$ cat src/rtl/subbank_pkg.sv
// Purpose : shared sub-bank constants, line payload type and segment math.
//           The sub-bank memory imports the same functions so that its output
//           mux and this reader agree on which URAM/BRAM segment an address hits.
// Contents: geometry localparams, line_t payload, reader state enum,
//           div_ceil(a,b), seg_idx(addr,seg).
package subbank_pkg;

    localparam int unsigned COEFF_BITS       = 50;
    localparam int unsigned COEFFS_PER_BLOCK = 8;
    localparam int unsigned LINE_WIDTH       = COEFF_BITS * COEFFS_PER_BLOCK;
    localparam int unsigned DEPTH            = 1024;
    localparam int unsigned URAM_TILES       = 3;
    localparam int unsigned BRAM18_TILES     = 13;
    localparam int unsigned AW               = $clog2(DEPTH);

    function automatic int unsigned div_ceil(input int unsigned a, input int unsigned b);
        return (a + b - 1) / b;
    endfunction

    // Depth of one URAM / BRAM segment; the last segment may be short.
    localparam int unsigned USEG = div_ceil(DEPTH, URAM_TILES);
    localparam int unsigned BSEG = div_ceil(DEPTH, BRAM18_TILES);

    function automatic int unsigned seg_idx(input logic [AW-1:0] addr, input int unsigned seg);
        return 32'(addr) / seg;
    endfunction

    typedef struct packed {
        logic                  last;
        logic [LINE_WIDTH-1:0] data;
    } line_t;

    typedef enum logic [1:0] {
        ST_IDLE  = 2'd0,
        ST_RUN   = 2'd1,
        ST_DRAIN = 2'd2,
        ST_ZERO  = 2'd3
    } state_t;

endpackage

$ cat src/rtl/subbank_line_reader_fifo.sv
// Purpose : 2-entry line FIFO with a registered head entry.
// Ports   : clk, rst (sync, active-high)
//           i_push/i_din  write side (line + last tag)
//           i_pop         read side, ignored when empty
//           o_head        current head entry
//           o_count       occupancy 0..2
module line_fifo2
    import subbank_pkg::*;
(
    input  logic       clk,
    input  logic       rst,
    input  logic       i_push,
    input  line_t      i_din,
    input  logic       i_pop,
    output line_t      o_head,
    output logic [1:0] o_count
);

    line_t      r_head;
    line_t      r_tail;
    logic [1:0] r_count;
    logic       w_pop;

    assign w_pop = i_pop && (r_count != 2'd0);

    // Head always holds the oldest entry; tail only used at occupancy 2.
    always_ff @(posedge clk) begin
        if (rst) begin
            r_head  <= '0;
            r_tail  <= '0;
            r_count <= 2'd0;
        end else if (i_push && w_pop) begin
            if (r_count == 2'd2) begin
                r_head <= r_tail;
                r_tail <= i_din;
            end else begin
                r_head <= i_din;
            end
        end else if (i_push) begin
            if (r_count == 2'd0) begin
                r_head <= i_din;
            end else begin
                r_tail <= i_din;
            end
            r_count <= r_count + 2'd1;
        end else if (w_pop) begin
            r_head  <= r_tail;
            r_count <= r_count - 2'd1;
        end
    end

    a_no_overflow: assert property (@(posedge clk) disable iff (rst)
        !(i_push && (r_count == 2'd2) && !i_pop));

    assign o_head  = r_head;
    assign o_count = r_count;

endmodule

$ cat src/rtl/subbank_line_reader.sv
// Purpose : read-side burst streamer for one sub-bank (1-cycle registered read,
//           output mux steered by the live read address).
// Ports   : clk, rst (sync, active-high)
//           cmd_valid/cmd_ready/cmd_base/cmd_len  burst command (len 0..DEPTH)
//           mem_re/mem_raddr/mem_rdata            sub-bank read port
//           out_valid/out_ready/out_data/out_last line stream
//           busy, done                            status; done pulses at burst end
module subbank_line_reader
    import subbank_pkg::*;
(
    input  logic                  clk,
    input  logic                  rst,
    input  logic                  cmd_valid,
    output logic                  cmd_ready,
    input  logic [AW-1:0]         cmd_base,
    input  logic [AW:0]           cmd_len,
    output logic                  mem_re,
    output logic [AW-1:0]         mem_raddr,
    input  logic [LINE_WIDTH-1:0] mem_rdata,
    output logic                  out_valid,
    input  logic                  out_ready,
    output logic [LINE_WIDTH-1:0] out_data,
    output logic                  out_last,
    output logic                  busy,
    output logic                  done
);

    localparam int unsigned AW1 = AW + 1;

    state_t          r_state;
    logic [AW-1:0]   r_raddr;
    logic            r_armed;
    logic [AW1-1:0]  r_remaining;
    logic            r_inflight;
    logic            r_inflight_last;
    logic            r_cmd_ready;
    logic            r_busy;
    logic            r_done;

    logic [1:0]      w_count;
    line_t           w_head;
    line_t           w_fifo_in;
    logic            w_pop;
    logic [2:0]      w_occ;
    logic            w_issue;
    logic [AW-1:0]   w_next_addr;
    logic            w_at_end;
    logic            w_same_seg;

    assign w_pop = out_valid && out_ready;

    // Lines that will sit in the FIFO after this cycle, not counting a new issue.
    assign w_occ = 3'(w_count) + 3'(r_inflight) - 3'(w_pop);

    // r_raddr is presented before the issue, so an issue only needs the
    // address to be armed and FIFO room for the returning line.
    assign w_issue = (r_state == ST_RUN) && r_armed && (w_occ < 3'd2);

    assign w_at_end    = (r_raddr == AW'(DEPTH - 1));
    assign w_next_addr = w_at_end ? '0 : r_raddr + AW'(1);

    // Next address may go live during the capture cycle only if it selects the
    // same URAM and BRAM segment as the read in flight; the wrap always waits.
    assign w_same_seg = !w_at_end &&
                        (seg_idx(w_next_addr, USEG) == seg_idx(r_raddr, USEG)) &&
                        (seg_idx(w_next_addr, BSEG) == seg_idx(r_raddr, BSEG));

    // Control FSM with address/length counters and registered status outputs.
    always_ff @(posedge clk) begin
        if (rst) begin
            r_state         <= ST_IDLE;
            r_raddr         <= '0;
            r_armed         <= 1'b0;
            r_remaining     <= '0;
            r_inflight      <= 1'b0;
            r_inflight_last <= 1'b0;
            r_cmd_ready     <= 1'b1;
            r_busy          <= 1'b0;
            r_done          <= 1'b0;
        end else begin
            r_done          <= 1'b0;
            r_inflight      <= w_issue;
            r_inflight_last <= w_issue && (r_remaining == AW1'(1));
            case (r_state)
                ST_IDLE: begin
                    if (cmd_valid) begin
                        r_cmd_ready <= 1'b0;
                        r_busy      <= 1'b1;
                        if (cmd_len != '0) begin
                            r_state     <= ST_RUN;
                            r_raddr     <= cmd_base;
                            r_armed     <= 1'b1;
                            r_remaining <= cmd_len;
                        end else begin
                            r_state <= ST_ZERO;
                            r_done  <= 1'b1;
                        end
                    end
                end
                ST_ZERO: begin
                    r_state     <= ST_IDLE;
                    r_cmd_ready <= 1'b1;
                    r_busy      <= 1'b0;
                end
                ST_RUN: begin
                    if (w_issue) begin
                        r_remaining <= r_remaining - AW1'(1);
                        if (r_remaining == AW1'(1)) begin
                            r_state <= ST_DRAIN;
                            r_armed <= 1'b0;
                        end else if (w_same_seg) begin
                            r_raddr <= w_next_addr;
                        end else begin
                            // Hold the address through the capture cycle (bubble).
                            r_armed <= 1'b0;
                        end
                    end else if (!r_armed) begin
                        r_raddr <= w_next_addr;
                        r_armed <= 1'b1;
                    end
                end
                ST_DRAIN: begin
                    if (w_pop && out_last) begin
                        r_state     <= ST_IDLE;
                        r_cmd_ready <= 1'b1;
                        r_busy      <= 1'b0;
                        r_done      <= 1'b1;
                    end
                end
                default: r_state <= ST_IDLE;
            endcase
        end
    end

    assign w_fifo_in.last = r_inflight_last;
    assign w_fifo_in.data = mem_rdata;

    line_fifo2 u_fifo (
        .clk     (clk),
        .rst     (rst),
        .i_push  (r_inflight),
        .i_din   (w_fifo_in),
        .i_pop   (w_pop),
        .o_head  (w_head),
        .o_count (w_count)
    );

    assign cmd_ready = r_cmd_ready;
    assign busy      = r_busy;
    assign done      = r_done;
    assign mem_re    = w_issue;
    assign mem_raddr = r_raddr;
    assign out_valid = (w_count != 2'd0);
    assign out_data  = w_head.data;
    assign out_last  = w_head.last;

endmodule

$ cat config.mk
export PLATFORM = sky130hd
export DESIGN_NAME = subbank_line_reader
export DESIGN_NICKNAME = d
export VERILOG_FILES = /design/src/rtl/subbank_pkg.sv /design/src/rtl/subbank_line_reader_fifo.sv /design/src/rtl/subbank_line_reader.sv
export SDC_FILE = /design/constraint.sdc
export NUM_CORES = 2
export LEC_CHECK = 0
export ABC_AREA = 1
export CORE_MARGIN = 4
export CORE_UTILIZATION = 30
export CTS_CLUSTER_DIAMETER = 200
export DETAILED_ROUTE_END_ITERATION = 8
export GPL_TIMING_DRIVEN = 1
export PLACE_DENSITY = 0.5
export SYNTH_ARGS = -nofsm -noshare
export SYNTH_HDL_FRONTEND = slang
export SYNTH_HIERARCHICAL = 1
export SYNTH_SLANG_ARGS = --single-unit
$ cat constraint.sdc
create_clock -name clk -period 5.95 [get_ports clk]
set_input_delay 1.19 -clock clk [delete_from_list [all_inputs] [get_ports clk]]
set_output_delay 1.19 -clock clk [all_outputs]
set_load 0.005 [all_outputs]
==> results.tsv <==
metric	value	unit
cts_hold_buf	0	
layout_setup_ws	0.9314	ns
rsz0062_at_grt	false	
clk_pin_slew	0.06	ns
ctsRootBufferMaster	clkbuf_16	
clk_latency	0.78	ns
fillers	19520	
syn_area	54580	um2
postLayoutCoreUtil	0.3743	
critical-path-top-delay-family	simple AND/OR/NAND/NOR gates	
ir_drop	226.7	uV
antenna_found_initial	42	
drc	0	
layout.cells.non_filler	12330	
cts_tree	yes	
rows	156	
design_power_total	18.63	mW
grt_max_degree	175	
dieArea	188800	um2
finClkSkew	0.03759	ns
r2r_slack	0.93	ns
status	complete, no violations	
fin_area	67660	um2
hp-start	busy	
critical_path.endpoint_type	flop	
setup_viol	0	
power-per-cell-area	275.3	nW/um2
maxCapViolCount	0	
h-tree-depth	3	
fmax	0.1993	GHz
crit_path_start	mem_raddr[4]	
grt_pass1_wl	350300	um
first_pass_iters	6	
ys.flop_type	dfxtp_1	
initial_utilization	0.3020	
dp_slack	0.9391	ns
leakage	29.02	nW
max_stage_delay	0.57	ns
post-cts-setup-buffer-count	0	
hold_class	flop to flop	
grt_pass1_vias	55870	
finalMaxSlewViolations	0	
gp_congestion	0.8545	
coreArea	180700	um2
finalCritPeriodShare	0.8435	
crit_top_cell	nand2_1	
placed_area	63920	um2
dr_total_vias	60670	
area_growth_syn_to_layout	23.95	%
drive_above_1_share	0.03990	
grtUsageTotal	0.2353	
cts_buffer_depth	3	
final_nets	10280	
drtAntennaViolNets	0	
seq_area_frac_synth	0.3055	
syn-num-nets	9956	
wire_per_inst	18.95	um
cts_made_buffers	111	
die_h	434.6	um
cp_max_fo	19	
tightest_slew	1.162	ns
avgSynthCellArea	5.737	um2
critPathArrivalTime	5.65	ns
gr-total-overflow	0	
synth_cell_types	58	
cp_data_required_time	6.59	ns
critical_path_class	flop to flop	
ys.warnings.count	6	
hold_viol_final	0	
hold_slack	0.4679	ns
io_pins	841	
tns	0	ns
hpwlAfterDp	142100	um
routed_wl	233600	um
postSynthCellCount	9514	
die_w	434.6	um
first_iter_violations	4730	
cts_sinks	833	
portBuffers	840	
critPathBufInv	4	
period_minus_slack	5.019	ns
via_per_inst	4.921	
slew_headroom	0.2253	
synth_edf_count	0	
cp-start-kind	flop	
dpl.cell_count	12100	
async_flop_share	0	
cts-resized-gates	0	
cpMaxStageDelayCell	dfxtp_1	
worstReg2RegStart	mem_raddr[4]	
synth_seq_cells	833	
sequential cells by signal, summed over array words and instances, names as in the netlist, 2 cells and up:
| register | flops |
|---|---|
| u_fifo/o_head | 401 |
| u_fifo/r_tail | 401 |
| r_remaining | 11 |
| mem_raddr | 10 |
| r_state | 2 |
| u_fifo/o_count | 2 |
worst paths after layout:
path,to,depth (start not counted)
worst max-delay path,mem_raddr[7],34
worst min-delay path,busy,2
worst max register to register,mem_raddr[7],34
worst min register to register,busy,2
logic make-up (layout without fill, tap and decap cells):
logic type | Yosys count | in the layout | synth area share
simple gates | 6491 | 6491 | 0.5126
buf+inv | 1640 | 2050 | 0.1247
flops | 833 | 833 | 0.3055
compound gates | 508 | 508 | 0.04912
xor+xnor | 25 | 25 | 0.004011
fa+ha+maj | 17 | 17 | 0.004034
other cells | 0 | 35 | 0
worst reg2reg max path: cells and delay by family (launching register included):
| kind | cells | cell delay [ns] |
|---|---|---|
| AO/OA/AOI/OAI | 2 | 0.34 |
| buffers and inverters | 4 | 0.26 |
| adder cells (fa/ha/maj) | 3 | 0.79 |
| flip-flops | 1 | 0.57 |
| AND/OR/NAND/NOR | 25 | 2.94 |
synth_stat cells, types with 21 or more instances:
master	number	area share
nor2_1	2082	0.14
buf_4	54	0.0074
inv_2	25	0.0017
o21ai_0	36	0.0033
nand4_1	25	0.0029
clkbuf_1	242	0.017
xor2_1	21	0.0034
nand2_2	25	0.0029
nand3_1	1266	0.12
inv_1	879	0.060
buf_2	326	0.030
dfxtp_1	833	0.31
a21oi_1	423	0.039
buf_1	103	0.0071
nand2_1	2626	0.18
nand3b_1	401	0.055
layout make-up:
type                    instances  area [um2]  share of cell area
well taps                    2370        2965             0.04383
flip-flops and latches        833       16680              0.2466
diodes                         35       87.58            0.001295
inverters                     911        3456             0.05108
repair buffers                940        9647              0.1426
multi-input cells            7041       31170              0.4607
clock inverters                32       380.4            0.005622
clock buffers                 167        3269             0.04832
metal layers:
layer / global-route usage / vias up / routed length [um] / part of all wire
met2: 0.3846 / 1842 / 108100 / 0.46
met4: 0.1254 / 8 / 13090 / 0.056
li1: - / 30140 / - / -
met1: 0.2994 / 28270 / 99640 / 0.43
met5: 0 / - / 59 / 0.00025
met3: 0.03428 / 407 / 12710 / 0.054
placed cells by master, fill, tap and decap left out, types with 9 or more instances in the layout:
master / synthesis / layout
clkbuf_1: 242 / 29
nand2_4: 10 / 11
inv_2: 25 / 22
clkbuf_16: 0 / 112
clkdlybuf4s50_1: 0 / 840
buf_4: 54 / 61
nand2_2: 25 / 24
nor2_2: 16 / 16
xor2_1: 21 / 21
clkinv_2: 1 / 17
nand3b_1: 401 / 401
dfxtp_1: 833 / 831
nand4_1: 25 / 25
nand3_2: 10 / 9
o21ai_1: 11 / 10
o21ai_0: 36 / 36
diode_2: 0 / 35
nand2_1: 2626 / 2625
nor2_1: 2082 / 2081
buf_12: 0 / 39
ha_1: 16 / 15
a21oi_1: 423 / 423
clkbuf_8: 0 / 26
inv_1: 879 / 878
nand3_1: 1266 / 1266
report_power, final:
part           internal, mW  switching (mW)  leakage [nW]
sequential             5.84           0.237          6.73
clock                  4.03            2.84          1.80
combinational          2.12            3.57          20.5
total                  12.0            6.64          29.0
No activity file was read; power rests on OpenSTA's default activity.
